===== config.mk =====
export PLATFORM = sky130hd
export DESIGN_NAME = perceptron_trainer
export DESIGN_NICKNAME = d
export VERILOG_FILES = /design/src/rtl/perceptron_pkg.sv /design/src/rtl/training_set_ram.sv /design/src/rtl/perceptron_trainer.sv
export SDC_FILE = /design/constraint.sdc
export NUM_CORES = 1
export LEC_CHECK = 0
export CORE_ASPECT_RATIO = 0.7
export CORE_UTILIZATION = 62
export DETAILED_ROUTE_END_ITERATION = 8
export GPL_TIMING_DRIVEN = 1
export PLACE_DENSITY_LB_ADDON = 0.25
export SLEW_MARGIN = 40
export SYNTH_ARGS = -nofsm -noshare
export SYNTH_HDL_FRONTEND = slang
export SYNTH_HIERARCHICAL = 1
export SYNTH_SLANG_ARGS = --single-unit

===== constraint.sdc =====
create_clock -name clk -period 12.3 [get_ports clk]
set_input_delay 3.69 -clock clk [delete_from_list [all_inputs] [get_ports clk]]
set_output_delay 3.69 -clock clk [all_outputs]
set_load 0.02 [all_outputs]

===== src/rtl/perceptron_pkg.sv =====
// perceptron_pkg: shared FSM encoding, data width, default training latency and the
// error-magnitude helper used by the trainer.
package perceptron_pkg;

    localparam int DATA_W      = 32;
    localparam int LATENCY_DEF = 4;

    typedef enum logic [2:0] {
        S_IDLE,
        S_PRESENT,
        S_WAIT,
        S_CHECK,
        S_SETTLE,
        S_EPOCH_END,
        S_FINISH
    } state_e;

    // |a - b| over signed operands; one extra bit keeps the full range exact
    function automatic logic [DATA_W:0] abs_diff(input logic [DATA_W-1:0] a,
                                                 input logic [DATA_W-1:0] b);
        logic signed [DATA_W:0] d;
        d = $signed({a[DATA_W-1], a}) - $signed({b[DATA_W-1], b});
        return d[DATA_W] ? -d : d;
    endfunction

endpackage


===== src/rtl/training_set_ram.sv =====
// training_set_ram: sample store with synchronous write and an enabled, registered read.
// A same-cycle write to the read address is forwarded so the new sample is read.
module training_set_ram #(
    parameter int DEPTH  = 16,
    parameter int WIDTH  = 39,
    parameter int ADDR_W = 4
) (
    input  logic              clk_i,
    input  logic              rst_i,
    input  logic              we_i,
    input  logic [ADDR_W-1:0] waddr_i,
    input  logic [WIDTH-1:0]  wdata_i,
    input  logic              re_i,
    input  logic [ADDR_W-1:0] raddr_i,
    output logic [WIDTH-1:0]  rdata_o
);

    logic [WIDTH-1:0] mem [DEPTH];

    always_ff @(posedge clk_i) begin
        if (we_i) mem[waddr_i] <= wdata_i;
    end

    always_ff @(posedge clk_i or posedge rst_i) begin
        if (rst_i)     rdata_o <= '0;
        else if (re_i) rdata_o <= (we_i && waddr_i == raddr_i) ? wdata_i : mem[raddr_i];
    end

endmodule


===== src/rtl/perceptron_trainer.sv =====
// perceptron_trainer: replays a stored training set into a perceptron epoch by epoch,
// counts misclassified samples and stops on an error-free epoch, the epoch limit or abort.
module perceptron_trainer
    import perceptron_pkg::*;
#(
    parameter int  N           = 8,
    parameter int  NUM_SAMPLES = 16,
    parameter int  LATENCY     = LATENCY_DEF,
    parameter int  MAX_EPOCHS  = 255,
    localparam int ADDR_W      = $clog2(NUM_SAMPLES)
) (
    input  logic              clk,
    input  logic              rst,
    input  logic              load_en,
    input  logic [ADDR_W-1:0] load_addr,
    input  logic [N-2:0]      load_x,
    input  logic [31:0]       load_y,
    input  logic [ADDR_W:0]   num_samples,
    input  logic [31:0]       learning_rate,
    input  logic [31:0]       tolerance,
    input  logic              start,
    input  logic              abort,
    output logic [N-2:0]      p_x,
    output logic              p_train,
    output logic [31:0]       p_learning_rate,
    output logic [31:0]       p_expected_y,
    input  logic [31:0]       p_y,
    output logic              busy,
    output logic              done,
    output logic              converged,
    output logic [7:0]        epoch_count,
    output logic [ADDR_W:0]   epoch_errors
);

    localparam int RAM_W = N - 1 + DATA_W;

    state_e              state_q, state_d;
    logic [7:0]          wait_q, wait_d;
    logic [ADDR_W-1:0]   k_q, k_d;
    logic [ADDR_W:0]     err_q, err_d, ns_q, ns_d, ep_err_q, ep_err_d;
    logic [7:0]          ep_cnt_q, ep_cnt_d;
    logic [31:0]         lr_q, lr_d, tol_q, tol_d;
    logic                abort_q, abort_d, conv_q, conv_d;
    logic                rd_en, last_sample;
    logic [ADDR_W-1:0]   rd_addr;
    logic [RAM_W-1:0]    rd_data;

    training_set_ram #(
        .DEPTH (NUM_SAMPLES),
        .WIDTH (RAM_W),
        .ADDR_W(ADDR_W)
    ) u_ram (
        .clk_i  (clk),
        .rst_i  (rst),
        .we_i   (load_en && state_q == S_IDLE),
        .waddr_i(load_addr),
        .wdata_i({load_x, load_y}),
        .re_i   (rd_en),
        .raddr_i(rd_addr),
        .rdata_o(rd_data)
    );

    assign last_sample = {1'b0, k_q} == ns_q - 1'b1;

    always_comb begin
        state_d  = state_q;
        wait_d   = wait_q;
        k_d      = k_q;
        err_d    = err_q;
        ns_d     = ns_q;
        ep_err_d = ep_err_q;
        ep_cnt_d = ep_cnt_q;
        lr_d     = lr_q;
        tol_d    = tol_q;
        conv_d   = conv_q;
        abort_d  = (state_q != S_IDLE) ? (abort_q | abort) : abort_q;
        rd_en    = 1'b1;
        rd_addr  = k_q;
        case (state_q)
            S_IDLE: begin
                rd_en   = start;
                rd_addr = '0;
                if (start) begin
                    state_d  = S_PRESENT;
                    lr_d     = learning_rate;
                    tol_d    = tolerance;
                    ns_d     = (num_samples == '0) ? (ADDR_W+1)'(1) :
                               (num_samples > (ADDR_W+1)'(NUM_SAMPLES)) ? (ADDR_W+1)'(NUM_SAMPLES) :
                               num_samples;
                    k_d      = '0;
                    err_d    = '0;
                    ep_err_d = '0;
                    ep_cnt_d = '0;
                    conv_d   = 1'b0;
                    abort_d  = 1'b0;
                end
            end
            S_PRESENT: begin
                wait_d  = '0;
                state_d = (LATENCY > 2) ? S_WAIT : S_CHECK;
            end
            S_WAIT: begin
                wait_d = wait_q + 8'd1;
                if (wait_q == 8'(LATENCY - 3)) state_d = S_CHECK;
            end
            S_CHECK: begin
                state_d = S_SETTLE;
                if (abs_diff(p_y, p_expected_y) > {1'b0, tol_q} && err_q < ns_q) err_d = err_q + 1'b1;
            end
            S_SETTLE: begin
                // the read address runs one cycle ahead so the next PRESENT sees its sample
                if (abort_q || abort) begin
                    state_d = S_FINISH;
                    conv_d  = 1'b0;
                end else if (last_sample) begin
                    state_d = S_EPOCH_END;
                end else begin
                    state_d = S_PRESENT;
                    k_d     = k_q + 1'b1;
                    rd_addr = k_q + 1'b1;
                end
            end
            S_EPOCH_END: begin
                ep_err_d = err_q;
                ep_cnt_d = (ep_cnt_q < 8'(MAX_EPOCHS)) ? ep_cnt_q + 8'd1 : ep_cnt_q;
                err_d    = '0;
                k_d      = '0;
                if (err_q == '0) begin
                    conv_d  = 1'b1;
                    state_d = S_FINISH;
                end else if ({1'b0, ep_cnt_q} + 9'd1 >= 9'(MAX_EPOCHS)) begin
                    state_d = S_FINISH;
                end else begin
                    state_d = S_PRESENT;
                    rd_addr = '0;
                end
            end
            S_FINISH: begin
                rd_en   = 1'b0;
                state_d = S_IDLE;
            end
            default: state_d = S_IDLE;
        endcase
    end

    always_ff @(posedge clk or posedge rst) begin
        if (rst) begin
            state_q  <= S_IDLE;
            wait_q   <= '0;
            k_q      <= '0;
            err_q    <= '0;
            ns_q     <= '0;
            ep_err_q <= '0;
            ep_cnt_q <= '0;
            lr_q     <= '0;
            tol_q    <= '0;
            conv_q   <= 1'b0;
            abort_q  <= 1'b0;
        end else begin
            state_q  <= state_d;
            wait_q   <= wait_d;
            k_q      <= k_d;
            err_q    <= err_d;
            ns_q     <= ns_d;
            ep_err_q <= ep_err_d;
            ep_cnt_q <= ep_cnt_d;
            lr_q     <= lr_d;
            tol_q    <= tol_d;
            conv_q   <= conv_d;
            abort_q  <= abort_d;
        end
    end

    assign p_x             = rd_data[DATA_W +: N-1];
    assign p_expected_y    = rd_data[DATA_W-1:0];
    assign p_train         = state_q == S_PRESENT;
    assign p_learning_rate = lr_q;
    assign busy            = state_q != S_IDLE;
    assign done            = state_q == S_FINISH;
    assign converged       = conv_q;
    assign epoch_count     = ep_cnt_q;
    assign epoch_errors    = ep_err_q;

endmodule

==> results.md <==
- The chip height is 198 um.
- Once the clock tree was built, the setup fixing pass inserted 0 buffers.
- The final number of setup-violating endpoints is 0.
- The wire length reported by the detailed router is 85.7 mm.
- The count of final max-slew check failures is 0.
- Along the worst path, the maximum fanout reaches 21.
- The floorplan step defined a core boundary enclosing 0.0541 mm^2.
- Yosys printed 6 warnings.
- Clock skew on the completed layout was measured at roughly 0.027 ns.
- The clock period minus final worst setup slack is 9.20 ns.
- After synthesis, the share of flip-flops with an asynchronous set or reset is 0.186.
- The number of distinct library cells after synthesis is 82.
- The final weighted congestion in routability-driven placement is 0.944.
- The flow ran to the end, and the final reports show no timing, DRC or antenna violations.
- The clock input transition at the sequential cells of the worst setup and hold paths is 0.06 ns.
- Yosys mapped a number of flops with a built-in enable equal to 624.
- For this run, design rule violations remaining after detail routing come to 0.
- The most used flip-flop cell after synthesis is sky130_fd_sc_hd__edfxtp_1.
- The floorplan row count is between 70 and 80.
- The instance count along the most critical hold path is 1.
- The cell taking the most area after synthesis is sky130_fd_sc_hd__edfxtp_1.
- The TritonCTS clock tree is yes.
- Synthesis inferred 767 register bits.
- The most frequent cell on the critical path is sky130_fd_sc_hd__a21oi_1.
- The fraction of post-synthesis cell area in the top cell type by area is 0.548.
- The first-pass detailed-route iteration total is 6.
- The floorplan step defined a die boundary enclosing 0.0561 mm^2.
- The post-synthesis area per instance is 15.0 um^2.
- Clock tree synthesis found a total of 767 sinks.
- Ranked by total cell area, the synthesized netlist is headed by sky130_fd_sc_hd__edfxtp_1 55%, sky130_fd_sc_hd__dfrtp_1 10%, sky130_fd_sc_hd__mux4_2 7.7%.
- The fraction of the core area covered by cells at the end of the flow is 0.735.
- Sorting the synthesized cells by how often they occur yields 624 x sky130_fd_sc_hd__edfxtp_1, 143 x sky130_fd_sc_hd__dfrtp_1, 143 x sky130_fd_sc_hd__nand2_1.
- Synthesis produced a netlist whose cell count is 2273.
- The number of antenna violations at the first check in global routing is 2.
- The fraction of final layout cells with drive strength greater than 1 is 0.153.
- The path category of the worst min-delay check is reg -> reg.
- By instance count, the leading cell after synthesis is sky130_fd_sc_hd__edfxtp_1.
- The end point of the most critical hold path is p_learning_rate[26]$_DFFE_PP0P_.
- IR analysis of the VDD net gives a maximum drop of 0.135 mV.
- Setup repair after global routing left no endpoint under its margin.
- The reported max-cap violation count is 0.
- Clock latency on the worst-skew pair, taken at its later pin, is 0.62 ns.
- The proportion of synthesized chip area in sequential cells is 0.653.
- The ratio of total power to cell area is approximately 220 mW/mm^2.
- The via count of the first global-routing pass is 21000.
- In this run the clock root is driven by a sky130_fd_sc_hd__clkbuf_16.
- The startpoint of the worst register-to-register path is u_ram/rdata_o[4]$_DFFE_PP0P_.
- The placed wire-length estimate after detailed placement is 50.4 mm.
- In this design, the stage delay of the slowest critical-path cell is 0.58 ns.
- After synthesis the cells add up to 0.0342 mm^2.
- The die outline width is 283 um.
- The average wire per cell in the routed design is 26.2 um.
- In the finished design, the share of the clock period the worst path needs comes to 0.748.
- The clock tree buffer depth is 3.
- Input and output buffers added on the ports amount to 236.
- In this run the count of I/O pins placed on the die edge is around 240.
- The detailed router finished its first iteration with 2672 violations.
- The design area is between 0.03 and 0.04 mm^2.
- Entering global routing, the biggest net connects 91 pins.
- The slack of the critical path is 3.10 ns.
- The overflow left after global routing is 0.
- Data on the critical path is required at its endpoint by 12.84 ns.
- The H-tree was split into 3 levels.
- Derived from the worst setup path, the maximum achievable clock frequency is 0.109 GHz.
- Setup slack on the worst reg-to-reg path comes out at 5.99 ns.
- The placement-stage cell area is 0.0373 mm^2.
- In this run, post-CTS hold repair placed 0 buffers.
- The startpoint kind of the worst setup timing path is an input pin.
- The via count normalized by instance count is 6.55.
- The critical path class is in -> reg.
- For this design, the slowest cell found on the critical path is sky130_fd_sc_hd__o22ai_1.
- The logic depth of the worst register-to-register path is 22.
- The leakage power summed over all cells is 0.0141 uW.
- The worst register-to-register path ends at err_q[1]$_DFFE_PP0P_.
- The total global-route track usage is 0.310.
- The number of hold-slack violations in the final timing report was 0.
- At the worst endpoint, the arrival time is ~9.7 ns.
- For the final routed database, the setup TNS stands at 0 ns.
- Synthesis produced a netlist with a net count of 2500.
- In this run, CTS created clock tree buffers numbering 70.
- The transition time at the pin with the least slew margin is 0.840 ns.
- Before CTS, the worst setup slack after placement is around 2.7 ns.
- The post-detailed-route count of antenna-violating nets is 0.
- Power comes to ~8800 uW.
- The initial standard-cell utilization of the core is 0.632.
- The first global-routing pass estimated 128 mm of wire.
- The final layout net count is 2719.
- Compared with the post-synthesis result, the final layout area differs by 16.4%.
- The number of vias in the routed layout is approximately 21000.
- The headroom to the max-slew limit is 0.439.
- Post-CTS repair changed the size of 0 cells.
- The worst setup path is captured at a flip-flop.
- The origin of the worst min-delay path is p_learning_rate[26]$_DFFE_PP0P_.
-- layer usage --
layer / wire [um] / share of wire / global-route usage / up-vias
met5: 0 / 0 / 0 / -
li1: - / - / - / 9255
met1: 35400 / 0.41 / 0.464 / 10900
met2: 39400 / 0.46 / 0.473 / 1189
met3: 8460 / 0.099 / 0.0532 / 172
met4: 2480 / 0.029 / 0.0929 / 0
-- state kept, by name, indices dropped and copies added, names as in the netlist --
signal           flops
u_ram/mem          624
u_ram/rdata_o       39
p_learning_rate     32
tol_q               32
epoch_count          8
wait_q               8
epoch_errors         5
err_q                5
ns_q                 5
k_q                  4
state_q              3
abort_q              1
converged            1
-- stage by stage --
step | std cells | hold WS, ns
finish | 3279 | 0.507
floorplan | 2273 | 0.458
CTS | 3278 | 0.509
global placement | 3149 | 0.487
detailed placement | 3150 | 0.495
global route | 3279 | 0.513
-- cell usage in the layout, fill, tap and decap left out, types with 49 or more instances in the layout --
| master | count |
|---|---|
| sky130_fd_sc_hd__a21oi_1 | 55 |
| sky130_fd_sc_hd__a31oi_1 | 49 |
| sky130_fd_sc_hd__clkbuf_16 | 74 |
| sky130_fd_sc_hd__clkdlybuf4s50_1 | 236 |
| sky130_fd_sc_hd__dfrtp_1 | 143 |
| sky130_fd_sc_hd__edfxtp_1 | 624 |
| sky130_fd_sc_hd__ha_1 | 77 |
| sky130_fd_sc_hd__inv_1 | 128 |
| sky130_fd_sc_hd__mux2_2 | 72 |
| sky130_fd_sc_hd__mux2i_1 | 81 |
| sky130_fd_sc_hd__mux4_2 | 117 |
| sky130_fd_sc_hd__nand2_1 | 141 |
| sky130_fd_sc_hd__nor2_1 | 94 |
| sky130_fd_sc_hd__o21ai_0 | 133 |
-- layout make-up --
type | instances | area, um^2
multi-input cells | 1252 | 10900
diodes | 1 | 2.50
well taps | 730 | 913
inverters | 130 | 490
flip-flops and latches | 767 | 22300
fillers | 3276 | 14300
repair buffers | 271 | 2670
clock inverters | 34 | 468
clock buffers | 94 | 2000
-- how the worst max path moves through the flow --
| stage | from | endpoint | slack (ns) |
|---|---|---|---|
| global route | p_y[0] | err_q[1]$_DFFE_PP0P_ | 2.70 |
| finish | p_y[0] | err_q[1]$_DFFE_PP0P_ | 3.10 |
| CTS | p_y[0] | err_q[1]$_DFFE_PP0P_ | 3.29 |
| detailed placement | p_y[0] | err_q[1]$_DFFE_PP0P_ | 2.66 |
| floorplan | p_y[0] | err_q[2]$_DFFE_PP0P_ | 3.67 |
| global placement | p_y[0] | err_q[1]$_DFFE_PP0P_ | 2.81 |
-- worst max-delay path, delay by kind of cell --
| kind | cells | cell delay, ns |
|---|---|---|
| adders and majority gates | 3 | 0.98 |
| buffers and inverters | 3 | 0.78 |
| AOI/OAI and AO/OA | 13 | 2.89 |
| muxes | 1 | 0.22 |
| and+or+nand+nor | 4 | 1.02 |
| xor gates and xnor gates | 1 | 0.16 |
-- logic make-up (layout without fill, tap and decap cells) --
kind of cell | after synthesis | in the layout | share of synthesized area
buffers and inverters | 254 | 529 | 0.0329
other | 0 | 1 | 0
adder cells (fa/ha/maj) | 78 | 78 | 0.0288
flip-flops | 767 | 767 | 0.653
AND/OR/NAND/NOR | 402 | 402 | 0.0561
XOR/XNOR | 65 | 65 | 0.0169
AO/OA/AOI/OAI | 437 | 437 | 0.0876
multiplexers | 270 | 270 | 0.125
-- power by group --
| group | internal [uW] | switching, uW |
|---|---|---|
| logic | 1370 | 1880 |
| registers | 3050 | 208 |
| clock network | 1360 | 967 |
Note: power is estimated with default switching activity, not from simulation.
